===== src/rtl/divider_8_bit_pkg.sv =====
// Shared types and constants for the sequential restoring divider.
// Used by the divider top, its step datapath, and the handshake interface.
package divider_pkg;
    localparam int DIV_WIDTH = 8;

    typedef enum logic [1:0] {
        IDLE = 2'd0,
        CALC = 2'd1,
        FIX  = 2'd2
    } div_state_e;
endpackage


===== src/rtl/divider_8_bit_if.sv =====
// Start/busy/done handshake and operand/result bundle for divider_8_bit.
// The master drives the request; the slave (the divider) returns results and status.
interface divider_8_bit_if
    import divider_pkg::*;
#(
    parameter int WIDTH = DIV_WIDTH
);
    logic             start;
    logic             mode;
    logic [WIDTH-1:0] dividend;
    logic [WIDTH-1:0] divisor;
    logic [WIDTH-1:0] quotient;
    logic [WIDTH-1:0] remainder;
    logic             busy;
    logic             done;
    logic             div_by_zero;
    logic             ovfl;

    modport master (
        output start, mode, dividend, divisor,
        input  quotient, remainder, busy, done, div_by_zero, ovfl
    );

    modport slave (
        input  start, mode, dividend, divisor,
        output quotient, remainder, busy, done, div_by_zero, ovfl
    );
endinterface


===== src/rtl/divider_8_bit_div_step.sv =====
// One restoring-division step: shift {rem, quo} left, trial-subtract the divisor.
// Purely combinational; the partial remainder is always below the divisor, so WIDTH bits hold it.
module div_step
    import divider_pkg::*;
#(
    parameter int WIDTH = DIV_WIDTH
) (
    input  logic [WIDTH-1:0] i_rem,
    input  logic [WIDTH-1:0] i_quo,
    input  logic [WIDTH-1:0] i_dvs,
    output logic [WIDTH-1:0] o_rem,
    output logic [WIDTH-1:0] o_quo
);
    logic [WIDTH:0]   w_shift;
    logic             w_fits;
    logic [WIDTH-1:0] w_diff;

    assign w_shift = {i_rem, i_quo[WIDTH-1]};
    // Trial sign is decided at WIDTH+1 bits; once it fits, the low bits alone carry the difference.
    assign w_fits  = (w_shift >= {1'b0, i_dvs});
    assign w_diff  = w_shift[WIDTH-1:0] - i_dvs;
    assign o_rem   = w_fits ? w_diff : w_shift[WIDTH-1:0];
    assign o_quo   = {i_quo[WIDTH-2:0], w_fits};
endmodule


===== src/rtl/divider_8_bit.sv =====
// Sequential restoring divider, unsigned or signed per op; done after WIDTH+1 edges (1 edge on divide-by-zero).
// start is ignored while busy or during the done cycle; DIVIDER_EARLY_DONE_EN skips CALC when |divisor| > |dividend|.
module divider_8_bit
    import divider_pkg::*;
#(
    parameter int WIDTH = DIV_WIDTH
) (
    input  logic            clk,
    input  logic            rst_n,
    divider_8_bit_if.slave  bus
);
    localparam int               CW      = $clog2(WIDTH);
    localparam logic [WIDTH-1:0] MIN_NEG = {1'b1, {(WIDTH-1){1'b0}}};

    div_state_e       r_state, w_state_nxt;
    logic [CW-1:0]    r_count;
    logic [WIDTH-1:0] r_rem, r_quo, r_dvs, r_dividend;
    logic             r_sign_q, r_sign_r, r_dbz, r_ovfl_pend;
    logic [WIDTH-1:0] r_quotient, r_remainder;
    logic             r_busy, r_done, r_div_by_zero, r_ovfl;

    logic             w_accept, w_dvs_zero, w_early;
    logic [WIDTH-1:0] w_dvd_mag, w_dvs_mag, w_rem_nxt, w_quo_nxt;

    assign w_accept   = (r_state == IDLE) & bus.start & ~r_done;
    assign w_dvs_zero = (bus.divisor == '0);
    // -MIN_NEG wraps back to MIN_NEG, which read unsigned is exactly its magnitude.
    assign w_dvd_mag  = (bus.mode & bus.dividend[WIDTH-1]) ? -bus.dividend : bus.dividend;
    assign w_dvs_mag  = (bus.mode & bus.divisor[WIDTH-1])  ? -bus.divisor  : bus.divisor;

`ifdef DIVIDER_EARLY_DONE_EN
    assign w_early = ~w_dvs_zero & (w_dvs_mag > w_dvd_mag);
`else
    assign w_early = 1'b0;
`endif

    div_step #(.WIDTH(WIDTH)) u_step (
        .i_rem (r_rem),
        .i_quo (r_quo),
        .i_dvs (r_dvs),
        .o_rem (w_rem_nxt),
        .o_quo (w_quo_nxt)
    );

    always_ff @(posedge clk or negedge rst_n) begin
        if (!rst_n) r_state <= IDLE;
        else        r_state <= w_state_nxt;
    end

    always_comb begin
        w_state_nxt = r_state;
        case (r_state)
            IDLE:    if (w_accept) w_state_nxt = (w_dvs_zero | w_early) ? FIX : CALC;
            CALC:    if (r_count == '0) w_state_nxt = FIX;
            FIX:     w_state_nxt = IDLE;
            default: w_state_nxt = IDLE;
        endcase
    end

    always_ff @(posedge clk or negedge rst_n) begin
        if (!rst_n) begin
            r_count       <= '0;
            r_rem         <= '0;
            r_quo         <= '0;
            r_dvs         <= '0;
            r_dividend    <= '0;
            r_sign_q      <= 1'b0;
            r_sign_r      <= 1'b0;
            r_dbz         <= 1'b0;
            r_ovfl_pend   <= 1'b0;
            r_quotient    <= '0;
            r_remainder   <= '0;
            r_busy        <= 1'b0;
            r_done        <= 1'b0;
            r_div_by_zero <= 1'b0;
            r_ovfl        <= 1'b0;
        end else begin
            r_done <= (r_state == FIX);
            if (w_accept) begin
                r_dividend  <= bus.dividend;
                r_dbz       <= w_dvs_zero;
                r_dvs       <= w_dvs_mag;
                r_quo       <= w_early ? '0 : w_dvd_mag;
                r_rem       <= w_early ? w_dvd_mag : '0;
                r_sign_q    <= bus.mode & (bus.dividend[WIDTH-1] ^ bus.divisor[WIDTH-1]);
                r_sign_r    <= bus.mode & bus.dividend[WIDTH-1];
                r_ovfl_pend <= bus.mode & (bus.dividend == MIN_NEG) & (bus.divisor == '1);
                r_count     <= CW'(WIDTH - 1);
                r_busy      <= 1'b1;
            end else if (r_state == CALC) begin
                r_rem   <= w_rem_nxt;
                r_quo   <= w_quo_nxt;
                r_count <= r_count - 1'b1;
            end else if (r_state == FIX) begin
                r_busy <= 1'b0;
                if (r_dbz) begin
                    r_quotient    <= '1;
                    r_remainder   <= r_dividend;
                    r_div_by_zero <= 1'b1;
                    r_ovfl        <= 1'b0;
                end else begin
                    r_quotient    <= r_sign_q ? -r_quo : r_quo;
                    r_remainder   <= r_sign_r ? -r_rem : r_rem;
                    r_div_by_zero <= 1'b0;
                    r_ovfl        <= r_ovfl_pend;
                end
            end
        end
    end

    assign bus.quotient    = r_quotient;
    assign bus.remainder   = r_remainder;
    assign bus.busy        = r_busy;
    assign bus.done        = r_done;
    assign bus.div_by_zero = r_div_by_zero;
    assign bus.ovfl        = r_ovfl;
endmodule


===== src/flat_wrapper.sv =====
// flat-port wrapper written by rule: the top's interface ports become plain ports
module divider_8_bit_flat import divider_pkg::*;
#(
    parameter int WIDTH = DIV_WIDTH
)
  (clk, rst_n, bus_start, bus_mode, bus_dividend, bus_divisor, bus_quotient, bus_remainder, bus_busy, bus_done, bus_div_by_zero, bus_ovfl);
  divider_8_bit_if #(.WIDTH(WIDTH)) bus_i ();
  input  logic clk;
  input  logic rst_n;
  input wire logic [$bits(bus_i.start)-1:0] bus_start;
  input wire logic [$bits(bus_i.mode)-1:0] bus_mode;
  input wire logic [$bits(bus_i.dividend)-1:0] bus_dividend;
  input wire logic [$bits(bus_i.divisor)-1:0] bus_divisor;
  output wire logic [$bits(bus_i.quotient)-1:0] bus_quotient;
  output wire logic [$bits(bus_i.remainder)-1:0] bus_remainder;
  output wire logic [$bits(bus_i.busy)-1:0] bus_busy;
  output wire logic [$bits(bus_i.done)-1:0] bus_done;
  output wire logic [$bits(bus_i.div_by_zero)-1:0] bus_div_by_zero;
  output wire logic [$bits(bus_i.ovfl)-1:0] bus_ovfl;
  assign bus_i.start = bus_start;
  assign bus_i.mode = bus_mode;
  assign bus_i.dividend = bus_dividend;
  assign bus_i.divisor = bus_divisor;
  assign bus_quotient = bus_i.quotient;
  assign bus_remainder = bus_i.remainder;
  assign bus_busy = bus_i.busy;
  assign bus_done = bus_i.done;
  assign bus_div_by_zero = bus_i.div_by_zero;
  assign bus_ovfl = bus_i.ovfl;
  divider_8_bit #(.WIDTH(WIDTH)) u_core (.clk(clk), .rst_n(rst_n), .bus(bus_i));
endmodule

===== config.mk =====
export PLATFORM = sky130hd
export DESIGN_NAME = divider_8_bit_flat
export DESIGN_NICKNAME = d
export VERILOG_FILES = /design/src/rtl/divider_8_bit_pkg.sv /design/src/rtl/divider_8_bit_if.sv /design/src/rtl/divider_8_bit_div_step.sv /design/src/rtl/divider_8_bit.sv /design/src/flat_wrapper.sv
export SDC_FILE = /design/constraint.sdc
export NUM_CORES = 1
export LEC_CHECK = 0
export ABC_AREA = 1
export ABC_CLOCK_PERIOD_IN_PS = 5000
export CAP_MARGIN = 20
export CORE_ASPECT_RATIO = 0.8
export CORE_MARGIN = 4
export CORE_UTILIZATION = 55
export CTS_CLUSTER_DIAMETER = 100
export DETAILED_ROUTE_END_ITERATION = 10
export MAX_ROUTING_LAYER = met4
export PLACE_DENSITY = 0.74
export SYNTH_ARGS = -nofsm -noshare
export SYNTH_HDL_FRONTEND = slang
export SYNTH_HIERARCHICAL = 1
export SYNTH_SLANG_ARGS = --single-unit

===== constraint.sdc =====
create_clock -name clk -period 5 [get_ports clk]
set_input_delay 0.75 -clock clk [delete_from_list [all_inputs] [get_ports clk]]
set_output_delay 0.75 -clock clk [all_outputs]
set_load 0.02 [all_outputs]

==> flow_summary.yaml <==
clock_tree:
  cts_max_level: 3
  clk_path_buf_depth: 2
  cts-resized-gates: 0
  numCtsBuffers: 9
  root_buffer: "clkbuf_8"
  postCtsSetupRepairBufs: 0
  cts_hold_buf: 0
  cts_tree: "built"
  cts_sinks: 61
  clk_pin_slew_ns: 0.07
  clk_latency_ns: 0.34
sta:
  drv_slew: 0
  rsz0062_at_grt: "no"
  setup_tns_ns: 0
  skew_ns: 0.00648
  slew-limit-headroom_pct: 47.4
  worst_slew_pin_slew_ns: 0.790
  max_freq_mhz: 408
  hold_ws_ns: 0.473
  hold_viol: 0
  min_period_ns: 2.45
  finalSetupViolCount: 0
  fin_crit_sh_pct: 49.1
worst_setup_path:
  cp_max_fo: 39
  crit_family: "buffers and inverters"
  crit_path_start_kind: "input pin"
  end_kind: "flop"
  reg2reg_from: "u_core/r_state[0]$_DFFE_PN0P_"
  slowest_stage: "clkdlybuf4s50_1"
  crit_chain: "clkdlybuf4s50_1 > inv_1 > nor2_1 > nand2_2 > inv_4 > nor2_8 > inv_2 > nor2_1 > a21oi_1"
  critical_path_buf_inv_count: 4
  crit_arrival_ns: 2.72
  critPathKind: "input pin to flop"
  crit_start: "bus_start"
  cpMostUsedCell: "nor2_1"
  required_ns: 5.27
  slowest_delay_ns: 0.45
worst_hold_path:
  hold_class: "flop to flop"
  hold_start: "u_core/bus.div_by_zero$_DFFE_PN0P_"
detailed_routing:
  wire_per_inst_um: 14.3
  dr.pass1.iters: 5
  wirelength_um: 9350
  route.detailed.drc: 0
  antenna_left: 0
  drtIter0Drc: 207
  drt-vias-per-instance: 5.33
  vias: 3488
floorplan:
  dieArea_mm2: 0.00867
  die_w_um: 103
  core_area_mm2: 0.00696
  rows: 27
  die_h_um: 84.1
  io-pin-count: 40
  initial_utilization_pct: 57.2
finish:
  stdcell_count: 655
  drive_gt1_share_pct: 11.6
  nNetsFinal: 599
  num_antenna_cells: 0
  syn_to_final_growth_pct: 14.1
pwr:
  power.density_mw_per_mm2: 720
  power.leakage_nw: 2.25
  irDropWorstVdd_mv: 0.390
  total_power_w: 0.00327
logic_synthesis:
  yosysUniqueCellTypes: 37
  syn_nets: 569
  synth_edf_count: 0
  syn_avg_cell_area_um2: 7.46
  synth_ff_type: "dfrtp_1"
  synth_cells: 533
  yosys_register_bits: 61
  async_flop_share_pct: 100
  syn_area_mm2: 0.00398
  yosysWarnings: 6
  yosysSeqAreaShare_pct: 38.4
status:
  status: "complete, no violations"
grt:
  grt_pass1_vias: 3289
  grt_usage_pct: 23.7
  gr-total-overflow: 0
  antenna_found_initial: 0
  grt_max_degree: 62
  grt_first_pass_wirelength_um: 15700
placed_design:
  dp_cells: 639
  gp_congestion: 0.910
  portBuffers: 39
  dp_hpwl_um: 7060
job:
  maxCapViolations: 0
==> cells by family after synthesis <==
group / count (synthesis) / synth area share (%)
simple gates: 278 / 32.5
buf+inv: 99 / 11.4
compound gates: 71 / 10.7
flops: 61 / 38.4
fa+ha+maj: 16 / 5.22
xor+xnor: 8 / 1.76
==> metrics by stage <==
stage / worst slack (ns) / util, % / area [um2]
detailed placement: 2.23 / 62.1 / 4320
global placement: 2.28 / 62.1 / 4320
global route: 2.38 / 65.2 / 4540
finish: 2.55 / 65.2 / 4540
floorplan: 3.27 / - / 3980
CTS: 2.58 / 65.2 / 4540
==> flip-flops by register name (all words and copies together), names as in the netlist, 2 cells and up <==
signal / flops
u_core/r_dvs: 8
u_core/bus.remainder: 8
u_core/r_count: 3
u_core/r_dividend: 8
u_core/bus.quotient: 8
u_core/r_rem: 8
u_core/r_quo: 8
u_core/r_state: 2
==> cell usage in the layout (no fill, tap or decap), types with 2 or more instances in the layout <==
cell type        netlist  routed
xor2_1                 6       6
clkinv_1               2       2
nand2_1              139     139
clkinv_2               0       3
xnor2_1                2       2
o211ai_2               2       2
o21ai_0               28      28
inv_2                  5       5
o21ai_1                5       5
clkdlybuf4s50_1        0      38
nand2_2               14      14
inv_1                 69      69
bufinv_16              0       2
nor3_1                 3       3
ha_1                  15      15
a31oi_1                2       2
a21oi_1               16      16
nor2_2                 5       5
nand3_1               56      56
o211ai_1               2       2
nor2_1                43      43
nor2_4                 4       4
clkinvlp_4             0       2
o22ai_1                3       3
nand4_1                6       6
o21ai_2                8       8
inv_4                  2       2
dfrtp_1               61      61
nand2_4                2       2
o21bai_1               4       4
nand2_8                2       2
clkbuf_8               0       9
==> path summary, 6_finish.rpt <==
check                                                endpoint  slack [ns]  depth (start not counted)
min reg2reg                u_core/bus.div_by_zero$_DFFE_PN0P_        0.47                          2
min                        u_core/bus.div_by_zero$_DFFE_PN0P_        0.47                          2
max reg2reg                       u_core/r_quo[7]$_DFFE_PN0P_        2.92                          7
max                               u_core/r_quo[7]$_DFFE_PN0P_        2.55                          9
min in group asynchronous         u_core/r_rem[5]$_DFFE_PN0P_        0.56                          2
max in group asynchronous       u_core/r_count[2]$_DFFE_PN0P_        3.91                          2
==> final cells by class <==
class                           count  area, um2
Clock inverter                      7       90.1
Inverter                           78        298
Sequential cell                    61       1530
Tap cell                           87        109
Fill cell                         616       2420
Timing Repair Buffer               40        393
Clock buffer                        9        124
Multi-Input combinational cell    373       2000
==> Yosys cell counts, types with 3 or more instances <==
master | instances | area share, %
buf_4 | 11 | 2.1
inv_2 | 5 | 0.47
nand2_2 | 14 | 2.2
inv_1 | 69 | 6.5
buf_2 | 5 | 0.63
buf_6 | 4 | 1.1
nor3_1 | 3 | 0.38
nand3_1 | 56 | 7.0
ha_1 | 15 | 4.7
nor2_2 | 5 | 0.79
dfrtp_1 | 61 | 38
o21ai_0 | 28 | 3.5
xor2_1 | 6 | 1.3
o21bai_1 | 4 | 0.75
o21ai_1 | 5 | 0.63
nor2_1 | 43 | 4.1
nand4_1 | 6 | 0.94
nor2_4 | 4 | 1.1
nand2_1 | 139 | 13
o22ai_1 | 3 | 0.47
o21ai_2 | 8 | 1.8
a21oi_1 | 16 | 2.0
==> worst min-delay path, stage by stage (launching register included) <==
cell and delay, ns:
dfrtp_1 0.35, nand2_1 0.05, nand2_1 0.04
==> metal layers <==
layer,part of all wire (%),track usage (%),up-vias
met5,0,-,-
met4,0.51,3.88,0
li1,-,-,1748
met1,51,35.5,1650
met3,6.0,5.01,4
met2,43,33.5,86
==> report_power, final <==
part	leakage, nW	switching (W)	internal [W]	total (W)
clock	0.105	0.000199	0.000278	0.000477
combinational	1.40	0.00117	0.000711	0.00188
sequential	0.742	0.000187	0.000718	0.000906
total	2.25	0.00156	0.00171	0.00327
Note: power is estimated with default switching activity, not from simulation.
==> RTL change 1: new RTL, config.mk and constraints unchanged <==
The 3 states of `div_state_e` get a one-hot encoding in 3 bits.
--- a/src/rtl/divider_8_bit_pkg.sv
+++ b/src/rtl/divider_8_bit_pkg.sv
@@ -3,10 +3,10 @@
 package divider_pkg;
     localparam int DIV_WIDTH = 8;
 
-    typedef enum logic [1:0] {
-        IDLE = 2'd0,
-        CALC = 2'd1,
-        FIX  = 2'd2
+    typedef enum logic [2:0] {
+        IDLE = 3'b001,
+        CALC = 3'b010,
+        FIX  = 3'b100
     } div_state_e;
 endpackage
 
Behaviour: same outputs for any inputs over 10 cycles, from zero or initial values and one cycle with rst_n low; not proved beyond that.
==> RTL change 1 against the unedited design <==
- synthesized cell count is 3.0% lower
- final area decreased by 1.1%
- total power shrank 13%
- sequential cell count increased by 1
- wire length grew 0.61%
- worst setup slack better by 0.19 ns
- sequential power decreased by 3.8%
- synthesized area decreased by 2.1%
- count of clock-buffer cells in the layout increased by 1
- first-iteration DRC count increased by 58%
- clock power rose by 3%
- critical path type unchanged
==> RTL change 1: results <==
group,metric,value,unit
global_routing,grt_pass1_wl,15800,um
layout,utilization,65.1,%
place,hpwl,7210,um
yosys,synth_cell_types,38,
layout,fillCellCount,647,
place,placed_cell_area,0.00427,sq mm
clock_network,cts_max_level,3,
global_routing,grt_use_total,24.4,%
min_path,min-delay-start,"u_core/r_dvs[7]",
sta,fin_skew,0.00856,ns
clock_network,root_buffer,"clkbuf_8",
setup_path,r2r_cells,11,
layout,finalNetCount,586,
clock_network,cts_buffers,9,
power_and_ir_drop,power.leakage,2.17,nW
routing,routedWlPerCell,14.6,um
place,gp_congestion,0.929,
setup_path,cp_max_fo,34,
place,post-place-ws,2.41,ns
yosys,syn_nets,553,
power_and_ir_drop,swShare,46.1,%
yosys,ys_warn_count,6,
clock_network,post_cts_buffers,0,
sta,maxSlewHeadroom,47.8,%
yosys,synth_area_leaders,"dfrtp_1, nand2_1, nand3_1",
run_status,status,"completed",
routing,first_iter_violations,327,
min_path,holdPathEnd,"u_core/r_dvs[7]",
layout,post_layout_nonfiller_instances,642,
global_routing,grt_max_degree,63,
setup_path,regToRegEndpoint,"u_core/r_rem[4]",
global_routing,first_global_vias,3231,
power_and_ir_drop,vdd_drop_max,0.244,mV
yosys,synth_area_per_cell,7.53,sq um
place,placedCellCount,626,
routing,num_vias,3498,
yosys,synth_commonest_cells,"nand2_1, inv_1, dfrtp_1",
sta,holdWs,0.487,ns
setup_path,r2r_setup_slack,3.03,ns
setup_path,worst_ep_arrival_time,2.51,ns
setup_path,r2r_start,"u_core/r_quo[7]",
global_routing,grt_antenna_before_repair,0,
[RTL change 1: how the worst max path moves through the flow]
stage / depth (start not counted) / slack [ns] / endpoint
after floorplan: 10 / 3.28 / u_core/r_quo[0]
after global placement: 8 / 2.50 / u_core/r_quo[5]
after detailed placement: 7 / 2.41 / u_core/r_quo[3]
after CTS: 7 / 2.76 / u_core/r_quo[3]
after global routing: 7 / 2.58 / u_core/r_sign_q
final: 7 / 2.74 / u_core/r_quo[3]
[RTL change 1: worst min-delay path, stage by stage (launching register included)]
cell,delay (ns)
dfrtp_1,0.34
nand2_1,0.05
o21ai_0,0.06
[RTL change 1: cell type report]
| type | count | share of cell area [%] |
|---|---|---|
| clock buffer | 10 | 3.07 |
| clock inverter | 6 | 1.90 |
| inverter | 75 | 6.27 |
| multi-input combinational | 362 | 43.0 |
| sequential | 62 | 34.6 |
| tap | 87 | 2.43 |
| timing repair buffer | 40 | 8.75 |
[RTL change 1: cell families after synthesis]
group	share of synthesized area (%)
xor gates and xnor gates	1.80
adders and majority gates	5.33
DFF	39.9
buffers and inverters	10.6
AOI/OAI and AO/OA	9.51
and+or+nand+nor	32.9
[RTL change 1: routing by layer]
metal	vias up	share of wire, %	track usage (%)
met2	141	42	32.4
met3	10	8.1	5.46
met5	-	0	-
met4	0	0.93	5.60
li1	1714	-	-
met1	1633	49	37.7
[RTL change 1: power groups by stage]
| stage | clock network, mW | logic, mW | registers, mW |
|---|---|---|---|
| 4_1_cts | 0.497 | 1.48 | 0.868 |
| 5_1_grt | 0.521 | 1.67 | 0.899 |
| 6_report | 0.491 | 1.49 | 0.872 |
| 3_5_place_dp | 0 | 1.48 | 0.876 |
| 2_1_floorplan | 0 | 1.14 | 0.882 |
| 3_3_place_gp | 0 | 1.43 | 0.869 |
==> RTL change 2: new RTL, same flow settings <==
Without the edit above. Add a define of `DIVIDER_EARLY_DONE_EN`.
--- a/src/rtl/divider_8_bit.sv
+++ b/src/rtl/divider_8_bit.sv
@@ -1,5 +1,7 @@
 // Sequential restoring divider, unsigned or signed per op; done after WIDTH+1 edges (1 edge on divide-by-zero).
 // start is ignored while busy or during the done cycle; DIVIDER_EARLY_DONE_EN skips CALC when |divisor| > |dividend|.
+`define DIVIDER_EARLY_DONE_EN
+
 module divider_8_bit
     import divider_pkg::*;
 #(
Formal check against the unedited RTL: not equivalent (a bounded check fails within 4 cycles, from zero or initial values and one cycle with rst_n low).
==> RTL change 2 against the unedited design <==
- worst setup slack got worse by 0.71 ns
- sequential share of layout area fell by 2.0 points
- synthesized area rose by 5.8%
- cell count rose by 7.2%
- total power rose by 2.0%
- sequential cell count did not move
- wire length rose by 4.9%
- final area rose by 6.2%
- synthesized cell count rose by 5.4%
- largest cell class unchanged
==> RTL change 2: results <==
group,metric,value,unit
yosys,yosysSeqAreaShare,36.3,%
global_routing,grt_use_total,23.7,%
routing,m1WireLength,4830,um
power_and_ir_drop,clk-power,478,uW
layout,multi_input_area,0.00228,sq mm
yosys,syn_nets,606,
clock_network,path_clk_slew,0.08,ns
run_status,status,"completed",
power_and_ir_drop,power.leakage,2.33,nW
global_routing,grt_use_met3,5.29,%
yosys,synth_area_per_cell,7.49,sq um
sta,fin_skew,0.0101,ns
power_and_ir_drop,vdd_drop_max,0.346,mV
routing,first_iter_violations,346,
power_and_ir_drop,pwr-share-seq,28.1,%
global_routing,use_met2,33.9,%
layout,post_layout_nonfiller_instances,702,
routing,num_vias,3734,
layout,nClkBuffers,9,
layout,multi_input_gates,407,
yosys,synth_xor_area_share,2.71,%
yosys,synth_compound_area_share,12.4,%
setup_path,critPathSlowestCell,"clkdlybuf4s50_1",
setup_path,slowest_delay,0.42,ns
layout,nonClkBufAreaFrac,8.15,%
yosys,synthAdderAreaFrac,7.31,%
place,post-place-ws,1.52,ns
power_and_ir_drop,report.power.total,3.33,mW
yosys,synth_cell_types,41,
floorplan,num_tap_cells,105,
global_routing,use_met1,33.7,%
global_routing,first_global_vias,3516,
power_and_ir_drop,p_switching,1.58,mW
place,gp_congestion,0.898,
layout,fin_area,0.00482,sq mm
setup_path,worst_ep_arrival_time,3.39,ns
layout,clock_area_share,4.41,%
routing,wl_met3,653,um
routing,wl_met2,4180,um
routing,drt_wl_total,9810,um
sta,tightest_slew,0.817,ns
layout,layout-drive-gt1-share,10.7,%
global_routing,grt_pass1_wl,16900,um
layout,fillCellCount,673,
setup_path,cp_top_family,"simple AND/OR/NAND/NOR gates",
yosys,synth_area_leaders,"dfrtp_1, nand2_1, ha_1",
layout,finalNetCount,637,
## RTL change 2: changes by cell type after synthesis, sizes merged, moves of 4 or more
cell   before  now
ha         15   23
nand3      57   42
a21oi      16   29
xor2        6   10
inv        76   72
nor2       53   64
nand4       6   13
## RTL change 2: final timing paths
kind,startpoint,end,slack [ns],cells after the start
setup / recovery,bus_divisor[0],u_core/r_rem[6],1.84,17
hold / removal,u_core/bus.div_by_zero,u_core/bus.div_by_zero,0.48,2
setup reg to reg,u_core/r_quo[7],u_core/r_rem[4],2.92,11
hold reg to reg,u_core/bus.div_by_zero,u_core/bus.div_by_zero,0.48,2
max in group asynchronous,rst_n,u_core/r_dividend[1],3.93,2
min in group asynchronous,rst_n,u_core/r_dividend[0],0.57,2
## RTL change 2: logic make-up (layout without fill, tap and decap cells)
logic type | count (synthesis) | count (layout)
fa+ha+maj | 24 | 24
simple gates | 277 | 277
xor+xnor | 13 | 13
buf+inv | 94 | 129
compound gates | 93 | 93
flops | 61 | 61
